[config.mk]
export PLATFORM = sky130hd
export DESIGN_NAME = param_bounce_counter
export DESIGN_NICKNAME = d
export VERILOG_FILES = /design/src/rtl/param_bounce_counter.sv
export SDC_FILE = /design/constraint.sdc
export NUM_CORES = 1
export LEC_CHECK = 0
export ABC_AREA = 1
export BUFFER_PORTS_ARGS = -buffer_cell sky130_fd_sc_hd__clkbuf_2
export CAP_MARGIN = 20
export CORE_ASPECT_RATIO = 1.1
export CORE_UTILIZATION = 60
export CTS_CLUSTER_DIAMETER = 50
export CTS_CLUSTER_SIZE = 40
export DETAILED_ROUTE_END_ITERATION = 8
export PLACE_DENSITY = 0.86
export SKIP_CTS_REPAIR_TIMING = 1
export SYNTH_ARGS = -nofsm -noshare
export SYNTH_HDL_FRONTEND = slang
export SYNTH_SLANG_ARGS = --single-unit
[constraint.sdc]
create_clock -name clk_2 -period 6.99 [get_ports clk_2]
set_clock_uncertainty 0.05 [all_clocks]
set_input_delay 2.097 -clock clk_2 [delete_from_list [all_inputs] [get_ports clk_2]]
set_output_delay 2.097 -clock clk_2 [all_outputs]
set_load 0.05 [all_outputs]
[src/rtl/param_bounce_counter.sv]
// ============================================================================
// Module   : param_bounce_counter
// Purpose  : Bounded up/down/bounce counter with hex 7-segment display output.
//            Define SEG_SCAN_EN to multiplex all count nibbles across NDIG digits.
// Revision : 1.0 - initial release
// ============================================================================
`default_nettype none

module param_bounce_counter #(
    parameter int unsigned WIDTH    = 8,
    parameter int unsigned MIN_VAL  = 0,
    parameter int unsigned MAX_VAL  = 255,
    parameter int unsigned SCAN_DIV = 4,
    localparam int unsigned NDIG    = (WIDTH + 3) / 4
) (
    input  logic             clk_2,
    input  logic             reset,
    input  logic             en,
    input  logic             load,
    input  logic [WIDTH-1:0] load_value,
    input  logic [1:0]       mode,
    output logic [WIDTH-1:0] count,
    output logic             dir,
    output logic             bound,
    output logic [7:0]       seg,
    output logic [NDIG-1:0]  an
);

    localparam logic [1:0] MODE_UP     = 2'b00;
    localparam logic [1:0] MODE_DOWN   = 2'b01;
    localparam logic [1:0] MODE_BOUNCE = 2'b10;

    localparam logic [WIDTH:0]   MIN_X = (WIDTH + 1)'(MIN_VAL);
    localparam logic [WIDTH:0]   MAX_X = (WIDTH + 1)'(MAX_VAL);
    localparam logic [WIDTH-1:0] MIN_W = WIDTH'(MIN_VAL);
    localparam logic [WIDTH-1:0] MAX_W = WIDTH'(MAX_VAL);

    logic [WIDTH-1:0] count_q, count_d;
    logic             dir_q, dir_d;
    logic             bound_q, bound_d;

    logic [WIDTH:0]   count_ext;
    logic [WIDTH:0]   load_ext;
    logic [WIDTH:0]   inc_x;
    logic [WIDTH:0]   dec_x;
    logic             eff;

    // One extra bit keeps the +1/-1 results from aliasing back into range.
    assign count_ext = {1'b0, count_q};
    assign load_ext  = {1'b0, load_value};
    assign inc_x     = count_ext + (WIDTH + 1)'(1);
    assign dec_x     = count_ext - (WIDTH + 1)'(1);

    always_comb begin
        count_d = count_q;
        dir_d   = dir_q;
        bound_d = 1'b0;
        eff     = dir_q;
        if (load) begin
            if (load_ext < MIN_X) begin
                count_d = MIN_W;
            end else if (load_ext > MAX_X) begin
                count_d = MAX_W;
            end else begin
                count_d = load_value;
            end
        end else if (en) begin
            case (mode)
                MODE_UP: begin
                    dir_d = 1'b0;
                    if (inc_x > MAX_X) begin
                        count_d = MIN_W;
                        bound_d = 1'b1;
                    end else begin
                        count_d = inc_x[WIDTH-1:0];
                    end
                end
                MODE_DOWN: begin
                    dir_d = 1'b1;
                    if ((dec_x < MIN_X) || (dec_x > MAX_X)) begin
                        count_d = MAX_W;
                        bound_d = 1'b1;
                    end else begin
                        count_d = dec_x[WIDTH-1:0];
                    end
                end
                MODE_BOUNCE: begin
                    if (count_ext == MAX_X) begin
                        eff = 1'b1;
                    end else if (count_ext == MIN_X) begin
                        eff = 1'b0;
                    end else begin
                        eff = dir_q;
                    end
                    dir_d   = eff;
                    bound_d = (eff != dir_q);
                    count_d = eff ? dec_x[WIDTH-1:0] : inc_x[WIDTH-1:0];
                end
                default: begin
                    count_d = count_q;
                end
            endcase
        end
    end

    always_ff @(posedge clk_2) begin
        if (reset) begin
            count_q <= MIN_W;
            dir_q   <= 1'b0;
            bound_q <= 1'b0;
        end else begin
            count_q <= count_d;
            dir_q   <= dir_d;
            bound_q <= bound_d;
        end
    end

    assign count = count_q;
    assign dir   = dir_q;
    assign bound = bound_q;

    logic [3:0] nibble;
    logic [6:0] hex7;

`ifdef SEG_SCAN_EN
    localparam int unsigned DIV_W = (SCAN_DIV > 1) ? $clog2(SCAN_DIV) : 1;
    localparam int unsigned IDX_W = (NDIG > 1) ? $clog2(NDIG) : 1;

    logic [DIV_W-1:0]  div_q;
    logic [IDX_W-1:0]  idx_q;
    logic [4*NDIG-1:0] count_pad;

    always_ff @(posedge clk_2) begin
        if (reset) begin
            div_q <= '0;
            idx_q <= '0;
        end else if (div_q == DIV_W'(SCAN_DIV - 1)) begin
            div_q <= '0;
            idx_q <= (idx_q == IDX_W'(NDIG - 1)) ? '0 : idx_q + 1'b1;
        end else begin
            div_q <= div_q + 1'b1;
        end
    end

    assign count_pad = (4 * NDIG)'(count_q);

    always_comb begin
        nibble = 4'h0;
        an     = '0;
        for (int d = 0; d < int'(NDIG); d++) begin
            an[d] = (idx_q == IDX_W'(d));
            if (idx_q == IDX_W'(d)) begin
                nibble = count_pad[4*d +: 4];
            end
        end
    end
`else
    assign nibble = 4'(count_q);
    assign an     = NDIG'(1);
`endif

    always_comb begin
        case (nibble)
            4'h0:    hex7 = 7'h3F;
            4'h1:    hex7 = 7'h06;
            4'h2:    hex7 = 7'h5B;
            4'h3:    hex7 = 7'h4F;
            4'h4:    hex7 = 7'h66;
            4'h5:    hex7 = 7'h6D;
            4'h6:    hex7 = 7'h7D;
            4'h7:    hex7 = 7'h07;
            4'h8:    hex7 = 7'h7F;
            4'h9:    hex7 = 7'h6F;
            4'hA:    hex7 = 7'h77;
            4'hB:    hex7 = 7'h7C;
            4'hC:    hex7 = 7'h39;
            4'hD:    hex7 = 7'h5E;
            4'hE:    hex7 = 7'h79;
            default: hex7 = 7'h71;
        endcase
    end

    assign seg = {1'b0, hex7};

endmodule

`default_nettype wire

Word level (Yosys, flattened, before mapping) --
Memories as Yosys holds them, arrays and structs flattened. A register that Yosys moved wholly into a read port is not among the register bits. Index checks and enable logic that the tools add are counted. Widths: inputs -> output; s select.
Storage, ports and cells: output and inout bits 20, memory bits (read-only) 112, flip-flop bits (word level) 10, bits of input ports 14, word-level logic and storage cells 45, memories kept 1
Memories:
- (name not given) | words 16, width 7, read ports 1, clocked after Yosys merged registers in 1, write ports 0, RTL line 163 | case (nibble)
Operators by class: muxes and demuxes 19, $add $sub $neg 2, $lt $le $gt $ge 5, bitwise operators 2, reductions and logical operators 9, eq/ne operators 4
Operators with widths (number):
- $mux 8 | 7
- $pmux 8 s3 | 1
- $gt 9x8->1 const B | 2
- $add 8x1->9 const B | 1
- $logic_not 9->1 | 1
- $lt 9x1->1 const B | 1
- $sub 8x1->9 const B | 1
- $eq 8x8->1 const B | 1
- $gt 8x8->1 const B | 1
- $lt 8x1->1 const B | 1
- $mux 4 | 2
- $mux 1 | 7
- $pmux 1 s3 | 2
- $reduce_bool 4->1 | 1
- $reduce_and 3->1 | 1
- $reduce_bool 3->1 | 1
- $reduce_or 3->1 | 1
- $eq 2x1->1 const B | 1
- $eq 2x2->1 const B | 1
- $logic_not 2->1 | 1
- $not 1->1 | 2
- $reduce_and 2->1 | 1
- $reduce_bool 2->1 | 1
- $logic_or 1x1->1 | 1
- $ne 1x1->1 | 1

Longest topological paths before layout --
Gate-level depths: netlist of run 1.
word-level depth 12, gate-level depth with buffers 24, mapped depth without buffers 23

Worst setup path after synthesis of run 1 --
OpenSTA, ideal clock, no wires.
path type input-to-reg, start in mode[0], end reg hex7[6] (netlist name), setup slack 2.738 ns, setup time 0.112 ns, path buffers 1, cell stages on the path 14, arrival 4.089 ns, required time 6.828 ns, path through inv_1 ha_1 or2_2 a21oi_1 buf_2 o21ai_0 a21oi_1 nand2_1 inv_1 ha_1 nand3b_1 nand2_1 nand2_1 nand2_1
On the way: longest elaborated chain between the ends 6, elaborated cells on any way between the ends 10, those cells by class 2 x eq/ne; 5 x mux; 3 x reduce/logical
RTL lines:
- start, declared | RTL line 21 | input logic [1:0] mode,
- $eq 2x2->1 (tied with other cells) | RTL line 68 | case (mode)
- $pmux 8 s3 | RTL line 68
- $mux 8 | RTL line 67 | end else if (en) begin
- $mux 8 | RTL line 59 | if (load) begin
- $mux 4 (no line) (*) (2 in a row)
Mark *: on every way between the ends. The rest lies on a longest branch, timed or not. The select of a mux whose other input is x is not followed. A chain may end at the register's enable or synchronous reset.

Worst setup path after layout of run 1 --
start in mode[0], end reg hex7[6] (netlist name)
On the way: longest elaborated chain between the ends 6, elaborated cells on any way between the ends 10, those cells by class 2 x eq/ne; 5 x mux; 3 x reduce/logical
RTL lines (RTL line):
- $eq 2x2->1 (tied with other cells) | 68
- $pmux 8 s3 | 68
- $mux 8 | 67
- $mux 8 | 59
- $mux 4 (no line) (*) (2 in a row)
Marked as above.

==> run metrics, run 1 <==
largest net degree at the start of global routing 16; syn avg cell area 6.30 sq um; Die Area 3140 sq um; chip width 53.5 um; TritonRoute pass-1 iters 4; maxcap violations 0; worst skew pair latency 0.29 ns; Final Critical Period 4.61 ns; Post-DP Area 1860 sq um; post-route setup slack 2.38 ns; Max-slew headroom 52.9%; crit path launch mode[0]; post-synthesis sequential area ratio 19.4%; Initial DRC Count 59; Worst Path Required 7.13 ns; Netlist cell types 33; fin. max-slew vios 0; TritonCTS clock tree done; layout cells sized above 1 21.6%; Mapped Cells 278; Cells after DPL 330; most numerous cell in the Yosys netlist nand2_1; Max Root-Sink Buffers 2; number of diodes 0; Hold Startpoint dir; Critical R2R Launch count[0]; Netlist Area Pre-Place 1750 sq um; Hold Crit Class reg2reg; Yosys Warn Count 0; DRT Wirelength 4.06 mm; Critical Path Slowest Stage Cell a21oi_1; worst-path cell chain clkbuf_2 -> inv_1 -> ha_1 -> or2_2 -> a21oi_1 -> o21ai_0 -> a21oi_1 -> nand2_1 -> inv_1 -> ha_1 -> nand3b_1 -> nand2_1 -> nand2_1 -> nand2_1; unrepaired setup endpoints after global routing false; wire length per cell 12.1 um; Max VDD drop 0.141 mV; Root Driver clkbuf_4; Post-synth EDFFs 0; vias in the first global route 1613; Setup TNS Final 0 ns; final hold vios 0; # setup viols final 0; fin util 67.9%; share of the synthesized area in the top cell type 19.4%; port bufs 30; Yosys reg bits 17; critical path's most frequent cell nand2_1; first-pass GRT wire length 6.87 mm; gp weighted congestion 0.948; critical path startpoint category input port; Layout Cells excl Fill 334; Peak Freq 0.217 GHz; initial antenna violation count 0; Synth area leader dfxtp_1; CP bufs+invs 3; Final HPWL DP 3.25 mm; crit-path max cell delay 0.56 ns; Place WS 2.10 ns; worst slew pin tran 0.706 ns; status completed; io pins 34; die height 58.7 um; Synth area leaders dfxtp_1 (19%), nand2_1 (17%), ha_1 (11%), inv_1 (7.3%), nand3_1 (6.3%); Critical Path End Type flop; Layout Nets 331; CP max FO 11; WS Path Type in2reg; gr ovfl total 0; Reg clk slew, reported paths 0.10 ns; asr flop ratio synth 0%; Tot GR Track Use 29.8%; total clock sinks 17; CTS buffer count 3; post-route cell area 1890 sq um; final critical-path share of the clock period 66.0%; Top Family by Delay on Critical Path compound AO/OA/AOI/OAI gates; core area 2780 sq um; num rows 20; Post-synth top cells nand2_1 (80), inv_1 (34), nor2_1 (26); Lkg Pwr 1.05 nW; DRC viols 0; DR vias 1764; Routed Antenna Nets 0; Area Overhead vs Synth 7.72%; H-tree levels 1; Power per Cell Area 183 nW/um^2; vias per cell 5.28; Most used DFF post-synth dfxtp_1; initial core utilization 63.0%; data arrival time of the critical path 4.76 ns
flip-flops by register name, indices dropped and copies added, names as in the netlist:
register,count
count,8
hex7,7
bound,1
dir,1
power breakdown:
group / leakage [nW] / switching, W / internal (W)
Combinational: 0.899 / 0.000121 / 0.0000471
Sequential: 0.141 / 0.0000158 / 0.000109
Clock: 0.0150 / 0.0000300 / 0.0000222
layer usage:
metal	track usage [%]	routed length (um)
met1	39.3	1840
met3	7.49	364
met4	10.5	72
met2	46.4	1780
met5	0	0
worst paths after layout:
kind / cells after the start / slack [ns] / to
max: 14 / 2.38 / hex7[6]
min: 2 / 0.55 / dir
max reg2reg: 20 / 3.84 / hex7[6]
min reg2reg: 2 / 0.55 / dir
worst min-delay path: stages, from the launching register on:
cell     delay, ns
dfxtp_1       0.34
o21ai_0       0.17
a21oi_1       0.05
logic make-up after synthesis:
logic type      count (synthesis)  synth area share, %
buf+inv                        49                 13.0
other cells                     2                0.429
simple gates                  167                 47.0
compound gates                 27                 8.86
flops                          17                 19.4
fa+ha+maj                      15                 10.7
xor+xnor                        1                0.500
layout make-up:
| cell class | count | area (sq um) |
|---|---|---|
| Sequential cell | 17 | 340 |
| Multi-Input combinational cell | 213 | 1190 |
| Tap cell | 33 | 41.3 |
| Clock buffer | 4 | 26.3 |
| Inverter | 37 | 141 |
| Fill cell | 257 | 892 |
| Timing Repair Buffer | 30 | 150 |
cells in the final DEF, fill, tap and decap left out, types with 4 or more instances in the layout:
cell type  instances
inv_1             34
nand2_2           10
nor2_1            26
nand3_1           22
a21oi_1            9
dfxtp_1           17
ha_1              15
nand4_1            8
o21ai_1            4
nor2_4             4
clkbuf_2          30
nand2_1           80
o21ai_0            7
nand2_4            5
nand3b_1           4
through the flow:
step / hold WS [ns] / power (W)
3_3_place_gp: 0.517 / 0.000291
5_1_grt: 0.607 / 0.000369
3_5_place_dp: 0.547 / 0.000293
6_report: 0.555 / 0.000345
4_1_cts: 0.562 / 0.000346
2_1_floorplan: 0.728 / 0.000261
No activity file was read; power rests on OpenSTA's default activity.
==> run 2, diff against run 1 <==
Settings changed: ABC_AREA 1 to 0, CORE_UTILIZATION 60 to 56, PLACE_DENSITY 0.86 to 0.8.
Clock period 6.99 ns to 4.6 ns, I/O delays scaled along.
==> run 2 against run 1 <==
Effect of this change: via count grew 8.2%; die area rose by 10%; sequential power rose by 47%; core utilization fell by 3.9 points; cell area grew 4.3%; total power rose by 45%; global-route usage is 1.8 points lower; non-clock buffer count increased by 3; synthesized cell count down 13%; largest cell class unchanged; highest routed layer unchanged.
==> run metrics, run 2 <==
Initial DRC Count 103 (+75%); asr flop ratio synth 0% (unchanged); Hold Path Stages 2 (unchanged); gp weighted congestion 0.923 (-2.6%); Root Driver clkbuf_4; Reg clk slew, reported paths 0.11 ns (about the same); most numerous cell in the Yosys netlist nand2_1; die height 61.6 um (+5.1%); worst-path cell chain clkbuf_2 -> inv_1 -> ha_1 -> o21a_1 -> o21ai_0 -> a21oi_1 -> o41ai_1 -> a31oi_1 -> inv_1 -> ha_1 -> nor4_1 -> a21oi_1; Largest register FFs 8 (unchanged); Max VDD drop 0.219 mV (+55%); Critical R2R Launch count[0]; share of the synthesized area in the top cell type 18.8% (-0.64 points); most frequent cells in the layout clkbuf_2 (30), nand2_1 (23), nor2_1 (19); port bufs 30 (unchanged); io pins 34 (unchanged); Die Area 3460 sq um (+10%); Tot GR Track Use 28.0% (-1.8 points); Yosys reg bits 17 (unchanged); Max-slew headroom 59.4% (+6.5 points); Routed Antenna Nets 0 (unchanged); DRC viols 0 (unchanged); H-tree levels 1 (unchanged); number of diodes 0 (unchanged); crit-path max cell delay 0.43 ns (-0.13 ns); Area Overhead vs Synth 8.64%; Yosys Warn Count 0 (unchanged); hold slack 0.527 ns (-0.0272 ns); chip width 56.2 um (+5.1%); Synth area leader dfxtp_1; Post-synth EDFFs 0 (unchanged); num rows 21 (+5.0%); Critical Path End Type flop; Post-DP Area 1940 sq um (+4.4%); post-synthesis sequential area ratio 18.8% (-0.64 points); Netlist cell types 61 (+85%); TritonRoute pass-1 iters 5 (+1); DRT Wirelength 4.66 mm (+15%); layout cells sized above 1 17.5% (-4.1 points); Layout Nets 293 (-11%); reg2reg setup slack 0.96 ns (-2.88 ns); first-pass GRT wire length 7.61 mm (+11%); Post-synth top cells nand2_1 (23), nor2_1 (19), a21oi_1 (17), dfxtp_1 (17), inv_1 (17); Worst Path Required 4.73 ns (-2.40 ns); # setup viols final 0 (unchanged); Power per Cell Area 254 nW/um^2 (+39%); total clock sinks 17 (unchanged); Layout Cells excl Fill 297 (-11%); number of cells on the worst reg-to-reg path 11 (-45%); r2r endpoint hex7[1]; data arrival time of the critical path 4.01 ns (-0.75 ns); commonest non-fill, non-tap cell in the layout clkbuf_2; DR vias 1908 (+8.2%); gr ovfl total 0 (unchanged); fin. max-slew vios 0 (unchanged); vias per cell 6.42 (+22%); Max Root-Sink Buffers 2 (unchanged); post-route cell area 1970 sq um (+4.3%); CP max FO 12 (+1); initial antenna violation count 0 (unchanged); Hold Startpoint dir; Cells after DPL 293 (-11%); Synth area leaders dfxtp_1 (19%), ha_1 (10%), nand2_1 (4.8%), a21oi_1 (4.7%), o21ai_0 (4.4%); Lkg Pwr 0.859 nW (-19%); final critical-path share of the clock period 84.3%; largest net degree at the start of global routing 20 (+4); unrepaired setup endpoints after global routing false; worst skew pair latency 0.29 ns (about the same); CTS buffer count 3 (unchanged); Final HPWL DP 3.58 mm (+10%); core area 3070 sq um (+11%); maxcap violations 0 (unchanged); syn avg cell area 7.45 sq um (+18%); initial core utilization 58.9% (-4.1 points); Most used DFF post-synth dfxtp_1; Peak Freq 0.258 GHz; status completed; wire length per cell 15.7 um (+29%); TritonCTS clock tree done; Hold Crit Class reg2reg; final hold vios 0 (unchanged); vias in the first global route 1705 (+5.7%); Netlist Area Pre-Place 1810 sq um (+3.4%); Setup TNS Final 0 ns (unchanged); hold endpoint dir; worst slew pin tran 0.603 ns (-0.103 ns); fin util 64.0% (-3.9 points); Final Critical Period 3.88 ns; Mapped Cells 243 (-13%); WS Path Type in2reg; Critical Path Slowest Stage Cell o21a_1; critical path startpoint category input port
-- run 2: changes by cell type in the layout (fill, tap and decap cells not counted), sizes merged, moves of 5 or more --
cell | previous run | this run
nand2 | 95 | 23
inv | 37 | 17
nor2 | 33 | 19
nand3 | 24 | 11
a21oi | 10 | 18
nand4 | 9 | 2
nor3 | 0 | 6
o21ai | 11 | 16
-- run 2: where the power goes --
part / internal [W] / leakage (nW) / total, W / switching [W]
sequential: 0.000162 / 0.141 / 0.000184 / 0.0000218
combinational: 0.0000733 / 0.704 / 0.000232 / 0.000159
clock: 0.0000337 / 0.0150 / 0.0000834 / 0.0000497
-- run 2: final cells by class --
cell class / instances / area, sq um
flip-flops and latches: 17 / 340
fillers: 275 / 1110
clock buffers: 4 / 26.3
inverters: 17 / 63.8
multi-input cells: 192 / 1320
repair buffers: 33 / 173
well taps: 34 / 42.5
-- run 2: worst max path at each step --
stage	from	depth (start not counted)	slack, ns	endpoint
final	mode[0]	12	0.72	hex7[1]
after global routing	mode[0]	12	0.48	hex7[1]
after CTS	mode[0]	12	0.76	hex7[1]
after detailed placement	mode[0]	12	0.45	hex7[1]
after global placement	mode[0]	12	0.51	hex7[1]
after floorplan	mode[0]	12	0.85	hex7[1]
-- run 2: cells by family (layout without fill, tap and decap cells) --
family,after synthesis,after routing,synth area share [%]
buf+inv,35,54,8.43
fa+ha+maj,15,15,10.4
simple gates,83,83,24.2
compound gates,81,81,32.6
xor+xnor,6,6,2.90
mux,4,4,2.28
other cells,2,3,0.415
flops,17,17,18.8
-- run 2: stage by stage --
step                total power, W  setup slack [ns]
floorplan                 0.000366             0.851
global placement          0.000415             0.512
detailed placement        0.000416             0.446
CTS                       0.000498             0.758
global route              0.000529             0.477
finish                    0.000499             0.721
-- run 2: routing by layer --
layer  up-vias  wire length (um)  global-route usage (%)
met5         -                 0                       0
met4         0                61                    5.92
met3         8               382                    5.67
met2        93              2140                    46.6
met1       880              2080                    38.1
li1        927                 -                       -
-- run 2: critical path, delay by kind of cell --
kind / cells / cell delay (ns)
buf+inv: 3 / 0.35
fa+ha+maj: 2 / 0.70
simple gates: 1 / 0.26
compound gates: 6 / 1.30
==> run 3, diff against run 2 <==
Settings changed: CORE_UTILIZATION 56 to 51, PLACE_DENSITY 0.8 to 0.77.
Clock period 4.6 ns to 3.43 ns, I/O delays scaled along.
==> run 3 against run 2 <==
Effect of this change: first-iteration DRC count grew 12%; via count rose by 2.8%; setup slack worse by 0.49 ns.
==> run metrics, run 3 (same netlist as run 2, synthesis figures left out) <==
status completed; total clock sinks 17 (unchanged); number of diodes 0 (unchanged); H-tree levels 1 (unchanged); Worst Path Required 3.62 ns (-1.11 ns); Peak Freq 0.313 GHz; first-pass GRT wire length 8.14 mm (+6.9%); worst skew pair latency 0.30 ns (about the same); Max VDD drop 0.201 mV (-7.9%); most frequent cells in the layout clkbuf_2 (30), nand2_1 (23), buf_4 (23); Lkg Pwr 0.962 nW (+12%); Largest register FFs 8 (unchanged); TritonCTS clock tree done; Hold Startpoint dir; CP max FO 4 (-8); Routed Antenna Nets 0 (unchanged); Tot GR Track Use 27.9% (-0.098 points); Initial DRC Count 115 (+12%); hold slack 0.535 ns (+0.00747 ns); Max Root-Sink Buffers 2 (unchanged); Reg area 344 sq um (+1.1%); critical path startpoint category input port; gp weighted congestion 0.937 (+1.6%); wire length per cell 14.7 um (-6.6%); r2r endpoint hex7[3]; post-route setup slack 0.231 ns (-0.490 ns); gr ovfl total 0 (unchanged); commonest non-fill, non-tap cell in the layout clkbuf_2; Setup TNS Final 0 ns (unchanged); Hold Crit Class reg2reg; largest net degree at the start of global routing 15 (-25%); Hold Path Stages 2 (unchanged); unrepaired setup endpoints after global routing false; Reg clk slew, reported paths 0.09 ns (-0.02 ns); Area Overhead vs Synth 18.4%; Critical R2R Launch count[0]; fin. max-slew vios 0 (unchanged); DRC viols 0 (unchanged); layout filler cell count 324 (+18%); WS Path Type in2reg; DR vias 1962 (+2.8%); final hold vios 0 (unchanged); vias per cell 5.93 (-7.7%); initial core utilization 53.9% (-5.0 points); die height 64.5 um (+4.6%); Final HPWL DP 3.86 mm (+7.8%); CTS buffer count 3 (unchanged); layout cells sized above 1 24.7% (+7.2 points); chip width 58.8 um (+4.6%); port bufs 30 (unchanged); maxcap violations 0 (unchanged); Final Critical Period 3.20 ns; Root Driver clkbuf_4; TritonRoute pass-1 iters 5 (unchanged); num rows 22 (+4.8%); vias in the first global route 1752 (+2.8%); Place WS -0.0259 ns (-0.472 ns); Layout Nets 313 (+6.8%); fin util 63.8% (-0.16 points); Design Power 0.000696 W (+39%); Die Area 3790 sq um (+9.5%); reg2reg setup slack 0.28 ns (-0.68 ns); initial antenna violation count 0 (unchanged); Critical Path End Type flop; number of cells on the worst reg-to-reg path 12 (+1); data arrival time of the critical path 3.39 ns (-0.62 ns); DRT Wirelength 4.85 mm (+4.1%); Power per Cell Area 325 nW/um^2 (+28%); final critical-path share of the clock period 93.3%; multi-input logic area 1330 sq um (+0.38%); io pins 34 (unchanged); # setup viols final 0 (unchanged); core area 3360 sq um (+9.2%); hold endpoint dir
[run 3: area by class of cell]
type / count / area share (%)
Multi-Input combinational cell: 192 / 61.9
Sequential cell: 17 / 16.1
Timing Repair Buffer: 53 / 15.1
Inverter: 17 / 2.98
Tap cell: 48 / 2.80
Clock buffer: 4 / 1.23
[run 3: per-layer routing]
layer,share of wire (%),up-vias,routed length [um],GRT usage [%]
li1,-,965,-,-
met1,45,920,2180,37.5
met4,1.7,0,81,8.63
met3,5.5,11,266,3.59
met2,48,66,2330,45.7
met5,0,-,0,0
[run 3: how the worst max path moves through the flow]
stage	startpoint	endpoint	cells past startpoint
2_1_floorplan	mode[0]	hex7[1]	12
6_report	mode[1]	hex7[3]	13
5_1_grt	mode[1]	hex7[3]	13
3_5_place_dp	mode[1]	hex7[3]	13
3_3_place_gp	mode[0]	hex7[3]	12
4_1_cts	count[3]	hex7[3]	11
[run 3: stage by stage]
step | std cells | cell area, sq um
final | 331 | 2140
after global routing | 331 | 2140
after CTS | 331 | 2140
after detailed placement | 327 | 2110
after global placement | 327 | 2110
after floorplan | 244 | 1820
[run 3: report_power, final]
group / internal [W] / switching [W] / leakage (nW)
sequential: 0.000218 / 0.0000197 / 0.142
combinational: 0.000120 / 0.000230 / 0.805
clock: 0.0000454 / 0.0000640 / 0.0150
total: 0.000383 / 0.000313 / 0.962
[run 3: critical path, stage by stage]
cell and delay, ns:
clkbuf_2 0.10, inv_1 0.07, ha_1 0.16, nor4b_1 0.26
o221ai_1 0.23, a21oi_2 0.23, nor2_1 0.09, o21ai_0 0.15
o311a_1 0.31, inv_1 0.08, ha_1 0.23, mux2_1 0.31
mux2i_1 0.12
